**config.mk**
```make
export PLATFORM = sky130hd
export DESIGN_NAME = video_timing_gen_flat
export DESIGN_NICKNAME = d
export VERILOG_FILES = /design/src/rtl/video_timing_gen_if.sv /design/src/rtl/video_timing_gen.sv /design/src/flat_wrapper.sv
export SDC_FILE = /design/constraint.sdc
export NUM_CORES = 1
export LEC_CHECK = 0
export ABC_AREA = 1
export BUFFER_PORTS_ARGS = -buffer_cell sky130_fd_sc_hd__buf_2
export CAP_MARGIN = 20
export CORE_UTILIZATION = 58
export CTS_CLUSTER_SIZE = 8
export DETAILED_ROUTE_END_ITERATION = 7
export GPL_ROUTABILITY_DRIVEN = 0
export PLACE_DENSITY = 0.79
export SYNTH_ARGS = -nofsm -noshare
export SYNTH_HDL_FRONTEND = slang
export SYNTH_SLANG_ARGS = --single-unit
```
**constraint.sdc**
```tcl
create_clock -name clk -period 2.2 [get_ports clk]
set_input_delay 0.44 -clock clk [delete_from_list [all_inputs] [get_ports clk]]
set_output_delay 0.44 -clock clk [all_outputs]
set_load 0.1 [all_outputs]
```
**src/rtl/video_timing_gen_if.sv**
```systemverilog
// Pixel-side bundle between the raster timing generator and its consumer.
// The consumer drives the clock enable; the generator drives coordinates and sync.
interface video_timing_gen_if #(
  parameter int COORD_W = 13
);
  logic               ce;
  logic [2:0]         o_hve;
  logic [COORD_W-1:0] o_x;
  logic [COORD_W-1:0] o_y;
  logic               o_lineStart;
  logic               o_frameStart;
  logic [COORD_W-1:0] o_ax;
  logic [COORD_W-1:0] o_ay;
  logic               o_ade;

  modport master (
    input  ce,
    output o_hve, o_x, o_y, o_lineStart, o_frameStart, o_ax, o_ay, o_ade
  );

  modport slave (
    output ce,
    input  o_hve, o_x, o_y, o_lineStart, o_frameStart, o_ax, o_ay, o_ade
  );
endinterface

```
**src/rtl/video_timing_gen.sv**
```systemverilog
// Parametrised raster timing generator with a look-ahead coordinate pair that
// leads the displayed position so pipelined pixel sources can fetch early.
module video_timing_gen #(
  parameter int   H_RESOLUTION    = 640,
  parameter int   H_FRONT_PORCH   = 16,
  parameter int   H_SYNC          = 96,
  parameter int   H_BACK_PORCH    = 48,
  parameter int   V_RESOLUTION    = 480,
  parameter int   V_FRONT_PORCH   = 10,
  parameter int   V_SYNC          = 2,
  parameter int   V_BACK_PORCH    = 33,
  parameter logic H_SYNC_POLARITY = 1'b0,
  parameter logic V_SYNC_POLARITY = 1'b0,
  parameter int   LOOKAHEAD       = 2,
  parameter int   COORD_W         = 13
) (
  input  logic                clk,
  input  logic                resetN,
  video_timing_gen_if.master  vif
);
  localparam int H_TOTAL = H_RESOLUTION + H_FRONT_PORCH + H_SYNC + H_BACK_PORCH;
  localparam int V_TOTAL = V_RESOLUTION + V_FRONT_PORCH + V_SYNC + V_BACK_PORCH;

  typedef logic [COORD_W-1:0] coord_t;
  // One extra bit so bounds equal to 2^COORD_W still compare correctly.
  typedef logic [COORD_W:0]   ext_t;

  localparam ext_t H_LAST   = ext_t'(H_TOTAL - 1);
  localparam ext_t V_LAST   = ext_t'(V_TOTAL - 1);
  localparam ext_t H_ACT    = ext_t'(H_RESOLUTION);
  localparam ext_t V_ACT    = ext_t'(V_RESOLUTION);
  localparam ext_t HS_START = ext_t'(H_RESOLUTION + H_FRONT_PORCH);
  localparam ext_t HS_END   = ext_t'(H_RESOLUTION + H_FRONT_PORCH + H_SYNC);
  localparam ext_t VS_START = ext_t'(V_RESOLUTION + V_FRONT_PORCH);
  localparam ext_t VS_END   = ext_t'(V_RESOLUTION + V_FRONT_PORCH + V_SYNC);

  function automatic logic [2*COORD_W-1:0] advance(input coord_t px, input coord_t py);
    coord_t nx;
    coord_t ny;
    nx = px + 1'b1;
    ny = py;
    if (ext_t'(px) == H_LAST) begin
      nx = '0;
      ny = (ext_t'(py) == V_LAST) ? '0 : py + 1'b1;
    end
    return {nx, ny};
  endfunction

  function automatic logic in_active(input coord_t px, input coord_t py);
    return (ext_t'(px) < H_ACT) && (ext_t'(py) < V_ACT);
  endfunction

  logic   started_reg;
  coord_t x_reg, y_reg, ax_reg, ay_reg;
  coord_t x_next, y_next, ax_next, ay_next;
  logic   hsync_reg, vsync_reg, de_reg, line_start_reg, frame_start_reg, ade_reg;
  logic   hsync_next, vsync_next;

  // The first enabled edge after reset only publishes the reset position.
  always_comb begin
    {x_next, y_next}   = {x_reg, y_reg};
    {ax_next, ay_next} = {ax_reg, ay_reg};
    if (started_reg) begin
      {x_next, y_next}   = advance(x_reg, y_reg);
      {ax_next, ay_next} = advance(ax_reg, ay_reg);
    end
    hsync_next = ((ext_t'(x_next) >= HS_START) && (ext_t'(x_next) < HS_END))
               ? H_SYNC_POLARITY : ~H_SYNC_POLARITY;
    vsync_next = ((ext_t'(y_next) >= VS_START) && (ext_t'(y_next) < VS_END))
               ? V_SYNC_POLARITY : ~V_SYNC_POLARITY;
  end

  always_ff @(posedge clk or negedge resetN) begin
    if (!resetN) begin
      started_reg     <= 1'b0;
      x_reg           <= '0;
      y_reg           <= '0;
      ax_reg          <= coord_t'(LOOKAHEAD);
      ay_reg          <= '0;
      hsync_reg       <= ~H_SYNC_POLARITY;
      vsync_reg       <= ~V_SYNC_POLARITY;
      de_reg          <= 1'b0;
      line_start_reg  <= 1'b0;
      frame_start_reg <= 1'b0;
      ade_reg         <= 1'b0;
    end else if (vif.ce) begin
      started_reg     <= 1'b1;
      x_reg           <= x_next;
      y_reg           <= y_next;
      ax_reg          <= ax_next;
      ay_reg          <= ay_next;
      hsync_reg       <= hsync_next;
      vsync_reg       <= vsync_next;
      de_reg          <= in_active(x_next, y_next);
      line_start_reg  <= (x_next == '0);
      frame_start_reg <= (x_next == '0) && (y_next == '0);
      ade_reg         <= in_active(ax_next, ay_next);
    end
  end

  assign vif.o_hve        = {hsync_reg, vsync_reg, de_reg};
  assign vif.o_x          = x_reg;
  assign vif.o_y          = y_reg;
  assign vif.o_lineStart  = line_start_reg;
  assign vif.o_frameStart = frame_start_reg;
  assign vif.o_ax         = ax_reg;
  assign vif.o_ay         = ay_reg;
  assign vif.o_ade        = ade_reg;
endmodule

```
**src/flat_wrapper.sv**
```systemverilog
// flat-port wrapper written by rule: the top's interface ports become plain ports
module video_timing_gen_flat 
#(
  parameter int   H_RESOLUTION    = 640,
  parameter int   H_FRONT_PORCH   = 16,
  parameter int   H_SYNC          = 96,
  parameter int   H_BACK_PORCH    = 48,
  parameter int   V_RESOLUTION    = 480,
  parameter int   V_FRONT_PORCH   = 10,
  parameter int   V_SYNC          = 2,
  parameter int   V_BACK_PORCH    = 33,
  parameter logic H_SYNC_POLARITY = 1'b0,
  parameter logic V_SYNC_POLARITY = 1'b0,
  parameter int   LOOKAHEAD       = 2,
  parameter int   COORD_W         = 13
)
  (clk, resetN, vif_ce, vif_o_hve, vif_o_x, vif_o_y, vif_o_lineStart, vif_o_frameStart, vif_o_ax, vif_o_ay, vif_o_ade);
  video_timing_gen_if #(.COORD_W(COORD_W)) vif_i ();
  input  logic clk;
  input  logic resetN;
  input wire logic [$bits(vif_i.ce)-1:0] vif_ce;
  output wire logic [$bits(vif_i.o_hve)-1:0] vif_o_hve;
  output wire logic [$bits(vif_i.o_x)-1:0] vif_o_x;
  output wire logic [$bits(vif_i.o_y)-1:0] vif_o_y;
  output wire logic [$bits(vif_i.o_lineStart)-1:0] vif_o_lineStart;
  output wire logic [$bits(vif_i.o_frameStart)-1:0] vif_o_frameStart;
  output wire logic [$bits(vif_i.o_ax)-1:0] vif_o_ax;
  output wire logic [$bits(vif_i.o_ay)-1:0] vif_o_ay;
  output wire logic [$bits(vif_i.o_ade)-1:0] vif_o_ade;
  assign vif_i.ce = vif_ce;
  assign vif_o_hve = vif_i.o_hve;
  assign vif_o_x = vif_i.o_x;
  assign vif_o_y = vif_i.o_y;
  assign vif_o_lineStart = vif_i.o_lineStart;
  assign vif_o_frameStart = vif_i.o_frameStart;
  assign vif_o_ax = vif_i.o_ax;
  assign vif_o_ay = vif_i.o_ay;
  assign vif_o_ade = vif_i.o_ade;
  video_timing_gen #(.H_RESOLUTION(H_RESOLUTION), .H_FRONT_PORCH(H_FRONT_PORCH), .H_SYNC(H_SYNC), .H_BACK_PORCH(H_BACK_PORCH), .V_RESOLUTION(V_RESOLUTION), .V_FRONT_PORCH(V_FRONT_PORCH), .V_SYNC(V_SYNC), .V_BACK_PORCH(V_BACK_PORCH), .H_SYNC_POLARITY(H_SYNC_POLARITY), .V_SYNC_POLARITY(V_SYNC_POLARITY), .LOOKAHEAD(LOOKAHEAD), .COORD_W(COORD_W)) u_core (.clk(clk), .resetN(resetN), .vif(vif_i));
endmodule
```
After elaboration in Yosys (flattened, before gate mapping):

Index checks and enable logic that the tools add are counted.

* flip-flop bits (word level): 59
* output and inout bits: 58
* word-level logic and storage cells: 46
* input port bits: 3

* equality and inequality tests: 4
* muxes and demuxes: 12
* $lt $le $gt $ge: 8
* reductions and logical operators: 7
* $add $sub $neg: 4

Operators with widths (number)
* $mux W13: 10
* $add A13 B1 Y13 const B: 4
* $eq A13 B10 Y1 const B: 4
* $lt A13 B10 Y1 const B: 3
* $lt A13 B9 Y1 const B: 3
* $logic_not A13 Y1: 2
* $ge A13 B10 Y1 const B: 1
* $ge A13 B9 Y1 const B: 1
* $logic_and A1 B1 Y1: 5
* $mux W1: 2

Longest topological paths before layout:

* depth after elaboration: 7
* depth in mapped cells: 16
* depth with buffers taken out: 16

Worst setup path before layout:

No wires, ideal clock.

* kind: register to register
* from: reg u_core.x_reg[1], in the netlist u_core.vif.o_x[1]
* to: reg u_core.frame_start_reg, in the netlist u_core.vif.o_frameStart
* buffers on the path: 0
* library setup time: 0.068 ns
* period minus slack after synthesis: 2.522 ns
* arrival: 2.455 ns
* required time: 2.132 ns
* slack: -0.322 ns
* stages on the path, launching flop included: 12
* path through: dfrtp_1 ha_1 nand2_4 nor2_8 nand3_4 nor2_2 nand3_1 xor2_1 nand2_1 nor2_1 nand3_1 nand2_1

* cells in the longest elaborated chain, start to end: 5
* elaborated cells on any way between the ends: 9
* those cells by class: 1 x add/sub; 1 x eq/ne; 4 x mux; 3 x reduce/logical

Ends and longest elaborated chain
* from (decl): line video_timing_gen.sv:54 `coord_t x_reg, y_reg, ax_reg, ay_reg;`
* from (signal assigned): line video_timing_gen.sv:88 `x_reg <= x_next;`
* $add A13 B1 Y13 or $eq A13 B10 Y1 (tied branches): line video_timing_gen.sv:40, video_timing_gen.sv:42
* $mux W13: line video_timing_gen.sv:42 `if (ext_t'(px) == H_LAST) begin`
* $mux W13: line video_timing_gen.sv:63 `if (started_reg) begin`
* $logic_not A13 Y1: line video_timing_gen.sv:96 `frame_start_reg <= (x_next == '0) && (y_next == '0);`
* $logic_and A1 B1 Y1 *: line video_timing_gen.sv:96
* to (signal assigned): line video_timing_gen.sv:96
* to (decl): line video_timing_gen.sv:56 `logic hsync_reg, vsync_reg, de_reg, line_start_reg, frame_start_reg, ade_reg;`

Every way passes the cells marked *; elsewhere a longest branch is shown, timed or not.
A chain may end at the register's enable or synchronous reset.

Worst setup path in the final report:

* from: reg u_core.x_reg[7], in the netlist u_core.vif.o_x[7]
* to: reg u_core.de_reg

* cells in the longest elaborated chain, start to end: 5
* elaborated cells on any way between the ends: 9
* those cells by class: 1 x add/sub; 2 x order compare; 1 x eq/ne; 4 x mux; 1 x reduce/logical

Ends and longest elaborated chain
* $add A13 B1 Y13 or $eq A13 B10 Y1 (tied branches): line video_timing_gen.sv:40, video_timing_gen.sv:42
* $mux W13: line video_timing_gen.sv:42
* $mux W13: line video_timing_gen.sv:63
* $lt A13 B10 Y1 or $lt A13 B9 Y1 (tied branches): line video_timing_gen.sv:50 `return (ext_t'(px) < H_ACT) && (ext_t'(py) < V_ACT);`
* $logic_and A1 B1 Y1 *: line video_timing_gen.sv:50
* to (signal assigned): line video_timing_gen.sv:94 `de_reg <= in_active(x_next, y_next);`
* to (decl): line video_timing_gen.sv:56

Marks and branches as above.

==> run metrics <==
PortBufs 60; worst setup path startpoint u_core.vif.o_x[7]; Seq pwr share 30.0%; Starting Density 60.1%; first-pass iteration count of the detailed router 5; worst hold slack 0.0641 ns; FP Rows 31; Crit-path slowest cell dfrtp_1; fmax 485 MHz; DR vias approximately 4600; root buffer cell clkbuf_8; Mapped Cells 666; total negative slack 0 ns; library cells used by synthesis 40; Clock power frac 18.0%; CP startpoint kind flop; Worst R2R Start u_core.vif.o_x[7]; Fill cells around 680; first-pass GRT wire length 18700 um; status complete, no violations; GRT Resource Usage Total 30.9%; Iter 0 DRT Violations 299; CTS tree done; # DRC 0; clk_lat worst skew about 0.35 ns; Yosys Warn Count 0; Worst Setup EP u_core.de_reg; synthesized net count 675; drt total wl 11700 um; dpl hpwl 8650 um; worst vdd ir 0.990 mV; CP max stage delay 0.47 ns; RSZ-0062 raised after global routing false; Die Ht 88.9 um; Max Cap Viol 0; die footprint approximately 8000 um2; grt ovf 0; die width 88.9 um; most frequent cells in the layout nand2_1, inv_1, nor2_1; pin count of the biggest net entering global routing 61; Worst-Margin Slew 0.538 ns; post-synthesis sequential area ratio 33.8%; # clock sinks 59; setup slack, reg-to-reg 0.14 ns; fin crit period 2.06 ns; endpoints failing hold 0; total power around 5.6 mW; number of I/O pins 61; EDFF count, synth 0; vias in the first global route 4092; # setup viols final 0; DRT antenna net count 0; Static Leak 2.55 nW; crit-path most repeated cell nand2_1; CTS buffer count 9; final worst slack 0.139 ns; antenna violations before repair 0; critical path type reg -> reg; Synth async-reset ratio 100%; cells on worst reg2reg path 11; crit path DAT 2.35 ns; clock slew at reported path FFs 0.07 ns; Tcrit/Tclk final 93.7%; per-cell routed wire length between 10 and 15 um; Core Area 7290 um2; max-slew violations 0; diode count 0; Combinational Power Share between 50% and 60%; skew final 0.00642 ns; Slew headroom 64.2%; commonest non-fill, non-tap cell in the layout nand2_1; PwrDens 1090 nW/um2; CP Data Required Time between 2 and 2.5 ns; Post-Place Setup Slack -0.0175 ns; syn avg cell area 6.58 um2; type of the tightest min-delay check in -> async; Yosys reg bits 59; Nets roughly 740; Mapped Area 4380 um2; worst-path cell chain inv_1 > nand2_1 > nor2_1 > nand3_4 > nor2_2 > nand3_1 > xor2_2 > nand2_1 > nor2_2 > nand3_1 > nand2_1; Pint 2.38 mW; endpoint type of the worst setup path flop; htree depth 3; share of post-route cells with drive strength above 1 between 20% and 30%; vias per cell 5.50; Main synth FF type dfrtp_1; Worst R2R End u_core.de_reg; Area Overhead vs Synth 16.6%; Sw Share 57.3%; critical path peak fanout 6; Clock Tree Buf Depth 2; switching power 3.19 mW
## synth_stat cells, types with 2 or more instances
library cell,number,area share [%]
nand3_2,4,0.91
inv_2,6,0.51
inv_1,82,7.0
o21ai_0,40,4.6
clkinv_1,3,0.26
o22ai_1,3,0.43
nand3_1,64,7.3
ha_1,6,1.7
xor2_1,10,2.0
nand3b_1,3,0.51
nor3b_1,2,0.34
nand3_4,3,1.2
o21bai_1,2,0.34
o21ai_1,3,0.34
dfstp_2,3,1.8
buf_4,5,0.86
nand2_4,2,0.51
clkbuf_1,14,1.2
nor2_4,6,1.5
nand2_1,191,16
nand2_2,5,0.71
nor2_1,77,6.6
a21oi_1,18,2.1
nor2_2,6,0.86
nand4_1,26,3.7
nor3_1,13,1.5
dfrtp_1,56,32
## metal layers
layer / part of all wire [%] / GRT usage, %
met5: 0 / 0
met1: 42 / 37.9
met3: 6.5 / 6.74
met2: 48 / 52.5
met4: 3.2 / 13.9
## stage by stage
stage               std cells  util [%]  cell area, um2
finish                    833      70.1            5110
global route              833      70.1            5110
CTS                       827      68.8            5020
detailed placement        811      66.1            4820
global placement          811      66.1            4820
floorplan                 666         -            4420
## layout make-up
cell class	count	area, um2	share of cell area (%)
Timing Repair Buffer	73	435	8.52
Tap cell	99	124	2.42
Clock buffer	10	128	2.50
Clock inverter	6	66.3	1.30
Inverter	91	342	6.68
Sequential cell	59	1520	29.7
Multi-Input combinational cell	495	2500	48.9
## power groups by stage
stage | sequential (mW) | clock, mW | combinational [mW]
6_report | 1.67 | 1.00 | 2.90
5_1_grt | 1.70 | 1.07 | 3.08
4_1_cts | 1.65 | 1.02 | 2.86
3_5_place_dp | 1.67 | 0 | 2.85
3_3_place_gp | 1.66 | 0 | 2.82
2_1_floorplan | 3.06 | 0 | 0.953
## critical path: cells and delay by family, from the launching register on
kind | cells | cell delay [ns]
and+or+nand+nor | 9 | 1.16
DFF | 1 | 0.47
xor gates and xnor gates | 1 | 0.20
buffers and inverters | 1 | 0.16
## repair_timing
action | in CTS | in global routing
setup endpoints to repair | 2 | 9
setup buffers | 0 | 6
hold buffers | 0 | 0
pin swaps | 0 | 2
gates resized for setup | 1 | 12
## cell families after synthesis
group	Yosys count	synth area share, %
flops	59	33.8
buf+inv	112	10.3
fa+ha+maj	6	1.71
compound gates	71	8.62
simple gates	407	43.2
xor+xnor	11	2.37
## worst min-delay path by stage
| stage | start | endpoint | cells past startpoint |
|---|---|---|---|
| 2_1_floorplan | resetN | u_core.de_reg | 0 |
| 3_5_place_dp | resetN | u_core.vif.o_x[7] | 1 |
| 3_3_place_gp | resetN | u_core.vif.o_x[7] | 1 |
| 5_1_grt | resetN | u_core.vif.o_x[10] | 1 |
| 6_report | resetN | u_core.vif.o_x[7] | 1 |
| 4_1_cts | resetN | u_core.vif.o_x[7] | 1 |
Note: power is estimated with default switching activity, not from simulation.
